### src/rtl/mult_share_arbiter.sv
// Round-robin front end that shares one sequential multiplier among NREQ clients.
// Optional watchdog: define MULT_ARB_TIMEOUT_EN to enable the WAIT-state timeout.

module mult_share_arbiter #(
   parameter int DW      = 4,
   parameter int NREQ    = 4,
   parameter int TIMEOUT = 64
) (
   input  logic               clk,
   input  logic               rst,
   input  logic [NREQ-1:0]    req,
   input  logic [NREQ*DW-1:0] req_multiplicand,
   input  logic [NREQ*DW-1:0] req_multiplier,
   output logic [NREQ-1:0]    grant,
   output logic [NREQ-1:0]    done,
   output logic [2*DW-1:0]    result,
   output logic               busy,
   output logic               mul_start,
   output logic [DW-1:0]      mul_multiplicand,
   output logic [DW-1:0]      mul_multiplier,
   input  logic               mul_ready,
   input  logic [2*DW-1:0]    mul_product,
   output logic               err
);

   localparam int IW = (NREQ > 1) ? $clog2(NREQ) : 1;

   if (NREQ < 2 || NREQ > 8 || DW < 1 || TIMEOUT < 1) begin : g_cfg_check
      $error("mult_share_arbiter: parameter out of range");
   end

   typedef enum logic [1:0] {
      S_IDLE,
      S_ISSUE,
      S_WAIT,
      S_DONE
   } state_t;

   state_t          state;
   state_t          state_d;
   logic [IW-1:0]   last;
   logic [IW-1:0]   last_d;
   logic [IW-1:0]   idx;
   logic [IW-1:0]   idx_d;
   logic [NREQ-1:0] grant_d;
   logic [NREQ-1:0] done_d;
   logic [2*DW-1:0] result_d;
   logic            mul_start_d;
   logic [DW-1:0]   mcand_d;
   logic [DW-1:0]   mplier_d;

   logic            hit;
   logic [IW-1:0]   pick;
   logic [IW-1:0]   cand;

`ifdef MULT_ARB_TIMEOUT_EN
   localparam int CW = $clog2(TIMEOUT + 1);

   logic [CW-1:0]   cnt;
   logic [CW-1:0]   cnt_d;
   logic            err_d;
`endif

   assign busy = (state != S_IDLE);

   // Search starts just above the last served index and wraps around.
   always_comb begin
      hit  = 1'b0;
      pick = '0;
      cand = '0;
      for (int k = 1; k <= NREQ; k++) begin
         cand = IW'((int'(last) + k) % NREQ);
         if (!hit && req[cand]) begin
            hit  = 1'b1;
            pick = cand;
         end
      end
   end

   always_comb begin
      state_d     = state;
      last_d      = last;
      idx_d       = idx;
      grant_d     = grant;
      done_d      = '0;
      result_d    = result;
      mul_start_d = 1'b0;
      mcand_d     = mul_multiplicand;
      mplier_d    = mul_multiplier;
`ifdef MULT_ARB_TIMEOUT_EN
      cnt_d       = cnt;
      err_d       = 1'b0;
`endif

      unique case (state)
         S_IDLE: begin
            if (hit) begin
               idx_d          = pick;
               mcand_d        = req_multiplicand[int'(pick)*DW +: DW];
               mplier_d       = req_multiplier[int'(pick)*DW +: DW];
               grant_d        = '0;
               grant_d[pick]  = 1'b1;
               mul_start_d    = 1'b1;
               state_d        = S_ISSUE;
            end
         end
         S_ISSUE: begin
            // A ready still high from the previous job is not looked at here.
            state_d = S_WAIT;
`ifdef MULT_ARB_TIMEOUT_EN
            cnt_d   = '0;
`endif
         end
         S_WAIT: begin
            if (mul_ready) begin
               result_d    = mul_product;
               done_d[idx] = 1'b1;
               grant_d     = '0;
               state_d     = S_DONE;
            end
`ifdef MULT_ARB_TIMEOUT_EN
            else if (cnt == CW'(TIMEOUT - 1)) begin
               result_d    = '0;
               done_d[idx] = 1'b1;
               grant_d     = '0;
               err_d       = 1'b1;
               state_d     = S_DONE;
            end else begin
               cnt_d = cnt + 1'b1;
            end
`endif
         end
         S_DONE: begin
            last_d  = idx;
            state_d = S_IDLE;
         end
         default: state_d = S_IDLE;
      endcase
   end

   always_ff @(posedge clk or posedge rst) begin
      if (rst) begin
         state            <= S_IDLE;
         last             <= IW'(NREQ - 1);
         idx              <= '0;
         grant            <= '0;
         done             <= '0;
         result           <= '0;
         mul_start        <= 1'b0;
         mul_multiplicand <= '0;
         mul_multiplier   <= '0;
      end else begin
         state            <= state_d;
         last             <= last_d;
         idx              <= idx_d;
         grant            <= grant_d;
         done             <= done_d;
         result           <= result_d;
         mul_start        <= mul_start_d;
         mul_multiplicand <= mcand_d;
         mul_multiplier   <= mplier_d;
      end
   end

`ifdef MULT_ARB_TIMEOUT_EN
   always_ff @(posedge clk or posedge rst) begin
      if (rst) begin
         cnt <= '0;
         err <= 1'b0;
      end else begin
         cnt <= cnt_d;
         err <= err_d;
      end
   end
`else
   assign err = 1'b0;
`endif

endmodule
### config.mk
export PLATFORM = sky130hd
export DESIGN_NAME = mult_share_arbiter
export DESIGN_NICKNAME = d
export VERILOG_FILES = /design/src/rtl/mult_share_arbiter.sv
export SDC_FILE = /design/constraint.sdc
export NUM_CORES = 1
export LEC_CHECK = 0
export BUFFER_PORTS_ARGS = -buffer_cell sky130_fd_sc_hd__buf_2
export CAP_MARGIN = 20
export CORE_MARGIN = 3
export CORE_UTILIZATION = 43
export CTS_BUF_LIST = sky130_fd_sc_hd__clkbuf_4
export DETAILED_ROUTE_END_ITERATION = 12
export PLACE_DENSITY = 0.74
export SLEW_MARGIN = 30
export SYNTH_ARGS = -nofsm -noshare
export SYNTH_HDL_FRONTEND = slang
export SYNTH_SLANG_ARGS = --single-unit
### constraint.sdc
create_clock -name clk -period 1.6 [get_ports clk]
set_input_delay 0.32 -clock clk [delete_from_list [all_inputs] [get_ports clk]]
set_output_delay 0.32 -clock clk [all_outputs]
set_load 0.005 [all_outputs]
# Yosys cells after proc, flatten, opt, wreduce, memory -nomap -nowiden
# Cells that the tools add are included.
[word_totals] ff_bits=31 mem_count=0 mem_bits_ro=0 out_inout_bits=27 latchBits=0 wordCells=73 ram_bits=0 inputBits=47
[classes] eq_ne=5 muxes=30 n_addsub=4 order_cmp=8 multipliers=0 shift=2 bitwise=0 div_mod_pow=0 n_reduce_logical=15
[op_table] cell="16-bit by 5-bit variable part select with 4-bit output" n=2
[op_table] cell="2-bit by 3-bit less-than comparator with 1-bit output (second input constant)" n=6
[op_table] cell="4-bit 2-to-1 mux" n=4
[op_table] cell="1-bit 2-to-1 mux" n=12
[op_table] cell="2-bit 2-to-1 mux" n=6
[op_table] cell="1-bit binary-select mux with 2-bit select" n=4
[op_table] cell="2-bit case mux with 4 select lines" n=1
[op_table] cell="4-bit case mux with 2 select lines" n=1
[op_table] cell="2-bit AND reduction" n=3
[op_table] cell="1-bit logical AND" n=5
[op_table] cell="2-bit by 1-bit adder with 2-bit output (second input constant)" n=2
[op_table] cell="2-bit adder (second input constant)" n=2
[op_table] cell="1-bit demux with 2-bit select" n=2
[op_table] cell="2-bit == test (second input constant)" n=2
[op_table] cell="2-bit by 1-bit greater-or-equal comparator with 1-bit output (second input constant)" n=2
[op_table] cell="2-bit != test (second input constant)" n=2
[op_table] cell="2-bit nonzero test" n=2
[op_table] cell="1-bit zero test" n=3
[op_table] cell="3-bit AND reduction" n=1
[op_table] cell="2-bit by 1-bit == test with 1-bit output (second input constant)" n=1
[op_table] cell="2-bit zero test" n=1

# Depth between registers and ports, before layout
# Gate-level depths: netlist (run 1).
[depth] depth_word=19 ltp_mapped=7 ltp_nobuf=6

# Least setup slack after synthesis (run 1)
# OpenSTA, ideal clock, no wires.
[synth_timing] kind="reg-to-reg" startpoint="register last[1]" endpoint="register mul_multiplicand[0]" synth_period_minus_slack_ps=1659 path_stages_with_launch=8 setup_ps=137 setup_slack_ps=-59 required_ps=1463 arrival_time_ps=1522 n_path_buf=3 path_cell_list="dfstp_2 buf_6 nand3b_1 a31oi_1 buf_4 buf_6 mux2i_1 o221ai_2"
[synth_via] elab_chain_len=14 elab_cells_between_ends=28 classes_between="add/sub (4); shift (1); mux (16); reduce/logical (7)"
[synth_rtl] item="from (decl)" line="41" source="logic [IW-1:0] last;"
[synth_rtl] item="from (signal assigned)" line="144" source="last <= IW'(NREQ - 1);"
[synth_rtl] item="from (signal assigned)" line="154" source="last <= last_d;"
[synth_rtl] item="2-bit by 1-bit adder with 2-bit output" line="72" source="cand = IW'((int'(last) + k) % NREQ);"
[synth_rtl] item="1-bit binary-select mux with 2-bit select" line="73" source="if (!hit && req[cand]) begin"
[synth_rtl] item="1-bit 2-to-1 mux (not written as such)" line="73"
[synth_rtl] item="1-bit 2-to-1 mux" line="73"
[synth_rtl] item="1-bit zero test" line="73"
[synth_rtl] item="1-bit logical AND" line="73"
[synth_rtl] item="1-bit 2-to-1 mux" line="73"
[synth_rtl] item="1-bit zero test" line="73"
[synth_rtl] item="1-bit logical AND" line="73"
[synth_rtl] item="1-bit 2-to-1 mux" line="73"
[synth_rtl] item="1-bit zero test" line="73"
[synth_rtl] item="1-bit logical AND" line="73"
[synth_rtl] item="2-bit 2-to-1 mux or 1-bit 2-to-1 mux (tied branches)" line="73"
[synth_rtl] item="16-bit by 5-bit variable part select with 4-bit output or 2-bit AND reduction (tied branches)"
[synth_rtl] item="to (signal assigned)" line="160" source="mul_multiplicand <= mcand_d;"
[synth_rtl] item="to (decl)" line="19" source="output logic [DW-1:0] mul_multiplicand,"
# Parallel ways exist; a longest one is shown, timed or not. The select of a mux whose other input is x is not followed.
# A chain may end at the register's enable or synchronous reset.

# Worst setup path in the final report (run 1)
[layout_timing] startpoint="register last[0]" endpoint="register mul_multiplicand[3]"
# Same word-level chain as after synthesis.

==> results of run 1 <==
metal layers:
metal	wire [microns]	vias to the layer above	share of wire (%)	track usage, %
met2	1770	44	50	28.0
met3	227	4	6.3	6.24
li1	-	660	-	-
met1	1550	622	43	21.2
met5	0	-	0	0
met4	24	0	0.67	3.81
registers in the layout (all words and copies together) (netlist names):
signal	flops
result	8
done	4
grant	4
mul_multiplicand	4
mul_multiplier	4
idx	2
last	2
state	2
mul_start	1
area by class of cell:
cell class | count | area [sq um]
sequential | 31 | 778
timing repair buffer | 86 | 482
multi-input combinational | 89 | 736
tap | 46 | 57.6
clock inverter | 2 | 7.51
fill | 313 | 1300
clock buffer | 6 | 45.0
inverter | 10 | 37.5
final timing paths:
| path | from | slack, ns | endpoint |
|---|---|---|---|
| worst max-delay path | last[0] | -0.007 | mul_multiplicand[3] |
| worst min-delay path | rst | 0.05 | mul_multiplier[1] |
| worst max register to register | last[0] | -0.007 | mul_multiplicand[3] |
| worst min register to register | mul_multiplier[0] | 0.50 | mul_multiplier[0] |
| max in group asynchronous | rst | 1.22 | last[1] |
| min in group clk | mul_product[2] | 0.22 | result[2] |
power breakdown:
part / switching (mW) / total [mW] / internal (mW) / leakage [nW]
combinational: 0.830 / 1.83 / 1.00 / 0.712
sequential: 0.213 / 1.37 / 1.15 / 0.384
clock: 0.256 / 0.435 / 0.180 / 0.0307
total: 1.30 / 3.63 / 2.33 / 1.13
worst min-delay path, stage by stage:
cell,delay (ns)
buf_2,0.09
inv_1,0.04
buf_4,0.34
what timing repair did:
item | CTS | global route
resized for setup | 2 | 4
setup endpoints to repair | 8 | 20
buffers inserted | 0 | 1
cell families after synthesis:
family                   count (synthesis)  synth area share, %
AO/OA/AOI/OAI                           24                 12.5
adder cells (fa/ha/maj)                  4                 3.18
buffers and inverters                   17                 5.96
flip-flops                              31                 49.4
multiplexers                            28                 18.7
other                                    1                0.238
AND/OR/NAND/NOR                         32                 10.0
Yosys cell counts, types with 2 or more instances:
library cell	count
nand2b_1	4
o221ai_1	7
o22ai_1	4
dfstp_2	2
mux2i_1	17
dfrtp_1	29
nor2b_1	2
ha_1	4
a21oi_1	3
inv_1	10
buf_6	3
nand2_1	16
nor3b_1	2
buf_4	2
clkbuf_1	2
nor2_1	3
mux2_2	11
through the flow:
| step | setup TNS [ns] | worst slack (ns) | util (%) | instances |
|---|---|---|---|---|
| after floorplan | 0 | 0.00154 | - | 137 |
| after global placement | -0.129 | -0.0357 | 59.8 | 261 |
| after detailed placement | -0.459 | -0.0955 | 59.8 | 261 |
| after CTS | -0.0469 | -0.0349 | 61.7 | 269 |
| after global routing | -0.516 | -0.121 | 62.3 | 270 |
| final | -0.0102 | -0.00745 | 62.3 | 270 |
layout by cell type (no fill, tap or decap), types with 6 or more instances in the layout:
cell       n
buf_2     72
nand2_1   16
buf_4     12
o221ai_1   7
mux2_2    11
clkbuf_4   6
inv_1     10
mux2i_1   16
dfrtp_1   29
==> flow_metrics.env, run 1 <==
export IMPL_critical_path_cell_chain="nand2b_1 > a31oi_2 > buf_12 > mux2i_1 > o221ai_1"
export IMPL_syn_cell_area_sq_um=1570
export IMPL_synth_top_flop_cell="dfrtp_1"
export IMPL_async_reset_ff_share_pct=100
export IMPL_tcrit_tclk_final_pct=100
export IMPL_worstSetupPathType="flop to flop"
export IMPL_antenna_violations_before_repair=0
export IMPL_rsz_0062_raised_after_global_routing="yes"
export IMPL_leakage_power_total_nw=1.13
export IMPL_grt_pass1_vias=1289
export IMPL_max_stage_delay_ns=0.58
export IMPL_syn_to_final_growth_pct=36.2
export IMPL_detailroute_via_count=1330
export IMPL_register_bit_count_reported_by_yosys=31
export IMPL_worst_r2r_cell_count=5
export IMPL_die_x_microns=66.5
export IMPL_max_freq_ghz=0.622
export IMPL_avgViaCountPerCell=4.93
export IMPL_crit_family="flip-flops"
export IMPL_first_pass_iters=4
export IMPL_die_height_microns=66.5
export IMPL_cts_htree_levels=2
export IMPL_gr_usage_all_layers_pct=17.0
export IMPL_final_max_slew_violation_count=0
export IMPL_worstSetupPathDepth=5
export IMPL_antenna_diode_count=0
export IMPL_worst_clock_skew_ns=0.0122
export IMPL_die_area_sq_um=4420
export IMPL_layout_min_cycle_time_ns=1.61
export IMPL_crit_path_max_fanout=19
export IMPL_clk_path_buf_depth=2
export IMPL_final_setup_viol_count=2
export IMPL_num_cts_buffers=5
export IMPL_post_synthesis_cell_type_with_the_largest_combined_area="dfrtp_1"
export IMPL_postSynthNetCount=188
export IMPL_endpoint_kind="flop"
export IMPL_grt_overflow_total=0
export IMPL_cts_sinks=31
export IMPL_detailed_place_hpwl_microns=2770
export IMPL_vdd_ir_drop_worst_v=0.000859
export IMPL_clock_root_buffer="clkbuf_4"
export IMPL_hold_ws_ns=0.0504
export IMPL_final_layout_size_suffix_gt1_share_pct=51.3
export IMPL_netlist_area_leader_share_pct=46.1
export IMPL_ant_nets=0
export IMPL_clock_transition_at_the_register_clock_pins_on_the_worst_setup_and_hold_paths_after_cts_ns=0.10
export IMPL_postPlaceCellArea_sq_um=2060
export IMPL_synthDistinctLibCells=33
export IMPL_min_delay_path_class="primary input to async pin"
export IMPL_yosysWarnings=0
export IMPL_sequential_area_share_after_synthesis_pct=49.4
export IMPL_io_pins=74
export IMPL_timing_final_ws_setup_ns=-0.00745
export IMPL_syn_inst=137
export IMPL_synth_edff_count=0
export IMPL_worst_ep_arrival_time_ns=1.79
export IMPL_power_after_layout_mw=3.63
export IMPL_maxCapViolations=0
export IMPL_finalNetCount=274
export IMPL_grt_pass1_wl_microns=5640
export IMPL_avg_inst_size_synth_sq_um=11.5
export IMPL_std_cell_rows=21
export IMPL_powerDensity_nw_per_um2=1700
export IMPL_critical_path_startpoint_type="flop"
export IMPL_detail_route_iter0_violations=38
export IMPL_grt_start_max_net_pins=32
export IMPL_final_hold_violation_count=0
export IMPL_holdBufCountCts=0
export IMPL_synth_top_cells_by_area="dfrtp_1 46%, mux2i_1 11%, mux2_2 7.9%, o221ai_1 3.9%, nand2_1 3.8%"
export IMPL_wl_per_cell_microns=13.3
export IMPL_cts_tree="done"
export IMPL_routed_wirelength_microns=3580
export IMPL_starting_density_of_the_core_pct=45.7
export IMPL_detail_route_drc_violations=0
export IMPL_violated_checks="setup timing"
export IMPL_clk_lat_worst_skew_ns=0.32
export IMPL_required_ns=1.78
export IMPL_outcome="complete, but fails checks"
export IMPL_place_congestion=0.769
export IMPL_core_sq_um=3440
export IMPL_critical_path_slowest_cell="dfstp_2"
export IMPL_final_cell_area_sq_um=2140
export IMPL_worstPathBufferInverterCount=1
export IMPL_portBuffers=72
Power figures use the tool's default switching activity.
==> run 2: changes to the inputs <==
- ABC_AREA: not set -> 1
- CORE_UTILIZATION: 43 -> 35
- PLACE_DENSITY: 0.74 -> 0.59
==> run 2 against run 1 <==
  * The flow still finishes with violations (setup timing)
  * Clock power rose by 6.0%
  * Count of clock-buffer cells in the layout did not move
  * Sequential share of layout area fell by 7.3 points
  * Clock skew rose by 0.0024 ns
  * Via count rose by 41%
  * Die area rose by 38%
  * Combinational power rose by 130%
  * Area after synthesis rose by 16%
  * Global-route usage fell by 0.91 points
  * Largest power group unchanged
  * Highest routed layer unchanged
==> flow_metrics.env, run 2 <==
export IMPL_std_cell_rows=25
export IMPL_required_ns=1.87
export IMPL_rsz_0062_raised_after_global_routing="yes"
export IMPL_endpoint_kind="flop"
export IMPL_num_cts_buffers=5
export IMPL_max_freq_ghz=0.496
export IMPL_final_layout_size_suffix_gt1_share_pct=48.4
export IMPL_tcrit_tclk_final_pct=126
export IMPL_yosysWarnings=0
export IMPL_clock_root_buffer="clkbuf_4"
export IMPL_syn_cell_area_sq_um=1820
export IMPL_fill_cells=482
export IMPL_worst_ep_arrival_time_ns=2.28
export IMPL_portBuffers=72
export IMPL_power_after_layout_mw=5.92
export IMPL_worst_clock_skew_ns=0.0147
export IMPL_core_sq_um=4880
export IMPL_routed_wirelength_microns=4920
export IMPL_worstSetupPathType="flop to flop"
export IMPL_die_area_sq_um=6100
export IMPL_clock_transition_at_the_register_clock_pins_on_the_worst_setup_and_hold_paths_after_cts_ns=0.10
export IMPL_critical_path_s_most_frequent_cell="nand2_2"
export IMPL_cts_tree="done"
export IMPL_final_cell_area_sq_um=2680
export IMPL_leakage_power_total_nw=1.49
export IMPL_synth_edff_count=0
export IMPL_antenna_violations_before_repair=0
export IMPL_detailed_place_hpwl_microns=3630
export IMPL_starting_density_of_the_core_pct=37.3
export IMPL_wl_per_cell_microns=11.8
export IMPL_postPlaceCellArea_sq_um=2390
export IMPL_max_stage_delay_ns=0.62
export IMPL_rrSetupSlack_ns=-0.42
export IMPL_layout_min_cycle_time_ns=2.02
export IMPL_swShare_pct=46.6
export IMPL_async_reset_ff_share_pct=100
export IMPL_place_congestion=0.883
export IMPL_ant_nets=0
export IMPL_antenna_diode_count=0
export IMPL_multi_input_area_sq_um=1030
export IMPL_largest_register_ffs=8
export IMPL_clk_lat_worst_skew_ns=0.33
export IMPL_detail_route_drc_violations=0
export IMPL_top_library_cells_by_usage_in_the_layout_fill_and_taps_aside="98 x nand2_1, 72 x buf_2, 29 x dfrtp_1"
export IMPL_vdd_ir_drop_worst_v=0.000953
export IMPL_min_delay_path_class="primary input to async pin"
export IMPL_crit_path_max_fanout=8
export IMPL_sequential_area_share_after_synthesis_pct=42.7
export IMPL_detailroute_via_count=1874
export IMPL_internal_power_mw=3.16
export IMPL_final_setup_viol_count=17
export IMPL_grt_pass1_vias=1722
export IMPL_clk_path_buf_depth=2
export IMPL_final_max_slew_violation_count=0
export IMPL_cts_sinks=31
export IMPL_postSynthNetCount=299
export IMPL_critical_path_startpoint_type="flop"
export IMPL_avgViaCountPerCell=4.50
export IMPL_synth_cells_most_frequent="114 x nand2_1, 29 x dfrtp_1, 21 x nand3_1"
export IMPL_largest_register="result"
export IMPL_violated_checks="setup timing"
export IMPL_post_synthesis_cell_type_with_the_largest_combined_area="dfrtp_1"
export IMPL_place_worst_setup_slack_ns=-0.423
export IMPL_netlist_area_leader_share_pct=39.9
export IMPL_avg_inst_size_synth_sq_um=7.34
export IMPL_power_sequential_fraction_pct=22.5
export IMPL_synthDistinctLibCells=26
export IMPL_die_x_microns=78.1
export IMPL_powerDensity_nw_per_um2=2210
export IMPL_grt_pass1_wl_microns=7900
export IMPL_final_core_utilization_pct=55.0
export IMPL_power_clock_fraction_pct=7.8
export IMPL_register_bit_count_reported_by_yosys=31
export IMPL_seq_area_sq_um=778
export IMPL_synthMostInstantiatedCell="nand2_1"
export IMPL_final_hold_violation_count=0
export IMPL_io_pins=74
export IMPL_detail_route_iter0_violations=64
export IMPL_grt_overflow_total=0
export IMPL_critical_path_cell_chain="inv_4 > nand2_2 > nand2_2 > nand2_2 > nand2_4 > nor2_4 > buf_4 > nand2_2 > nor2_4 > nand2_1 > o21ai_2 > a21oi_2 > buf_4 > o21ai_1"
export IMPL_timing_final_ws_setup_ns=-0.415
export IMPL_outcome="complete, but fails checks"
export IMPL_netSwitchingPower_mw=2.76
export IMPL_first_pass_iters=4
export IMPL_synth_top_cells_by_area="dfrtp_1 40%, nand2_1 24%, nand3_1 5.8%, mux2_2 4.9%, inv_1 3.5%"
export IMPL_finalNetCount=399
export IMPL_maxCapViolations=0
export IMPL_synth_top_flop_cell="dfrtp_1"
export IMPL_mostFrequentLayoutCell="nand2_1"
export IMPL_critical_path_slowest_cell="dfstp_2"
export IMPL_cts_htree_levels=2
export IMPL_gr_usage_all_layers_pct=16.1
export IMPL_comb_power_share_pct=69.8
export IMPL_grt_start_max_net_pins=32
export IMPL_syn_inst=248
export IMPL_die_height_microns=78.1
export IMPL_syn_to_final_growth_pct=47.4
[run 2: cell count changes after synthesis, moves of 4 or more]
cell      before  now
buf_2          0    4
inv_1         10   17
mux2i_1       17    0
nand2_1       16  114
nand2_2        0    9
nand2b_1       4    0
nand3_1        0   21
o21ai_0        1   10
o221ai_1       7    0
o22ai_1        4    0
[run 2: power groups by stage]
stage               clock (mW)  combinational [mW]  sequential, mW
floorplan                    0                2.27            1.32
global placement             0                3.36            1.33
detailed placement           0                3.36            1.34
CTS                      0.484                3.72            1.33
global route             0.518                4.62            1.37
finish                   0.461                4.13            1.33
[run 2: path summary, 6_finish.rpt]
kind,cells after the start,endpoint,from
setup / recovery,14,grant[0],last[0]
hold / removal,3,mul_multiplier[1],rst
setup reg to reg,14,grant[0],last[0]
hold reg to reg,2,mul_multiplicand[0],mul_multiplicand[0]
max in group asynchronous,3,last[1],rst
min in group clk,2,result[5],mul_product[5]
[run 2: cell type report]
type / instances / area share (%)
multi-input combinational: 188 / 38.4
sequential: 31 / 29.0
timing repair buffer: 102 / 24.0
inverter: 20 / 3.36
tap: 67 / 3.13
clock buffer: 6 / 1.68
clock inverter: 2 / 0.466
[run 2: cells by family (layout without fill, tap and decap cells)]
| kind of cell | Yosys count | after routing | share of synthesized area (%) |
|---|---|---|---|
| other | 1 | 1 | 0.206 |
| DFF | 31 | 31 | 42.7 |
| and+or+nand+nor | 161 | 161 | 38.1 |
| buffers and inverters | 29 | 130 | 7.15 |
| adders and majority gates | 4 | 4 | 2.75 |
| AOI/OAI and AO/OA | 14 | 14 | 4.05 |
| muxes | 8 | 8 | 4.95 |
[run 2: worst max-delay path: cells and delay by family, from the launching register on]
kind	cells	cell delay, ns
and+or+nand+nor	8	0.70
DFF	1	0.62
buffers and inverters	3	0.36
AOI/OAI and AO/OA	3	0.25
[run 2: stage by stage]
stage	setup TNS [ns]	std cells	hold slack, ns
2_1_floorplan	-2.51	248	0.422
5_1_grt	-8.45	416	0.0585
4_1_cts	-4.58	410	0.0361
6_report	-6.00	416	0.0372
3_5_place_dp	-6.08	396	0.416
3_3_place_gp	-5.83	396	0.421
[run 2: what timing repair did]
| item | CTS | global route |
|---|---|---|
| pin swaps | 2 | 13 |
| resized for setup | 20 | 28 |
| cloned | 1 | 1 |
| endpoints found under the setup margin | 18 | 26 |
| buffers inserted | 5 | 5 |
| hold buffers | 0 | 0 |
[run 2: per-layer routing]
layer / GRT usage (%) / share of wire (%) / vias to the layer above
met5: 0 / 0 / -
met4: 4.20 / 1.2 / 0
met3: 4.70 / 6.8 / 6
met2: 23.7 / 46 / 59
met1: 23.0 / 46 / 830
li1: - / - / 979
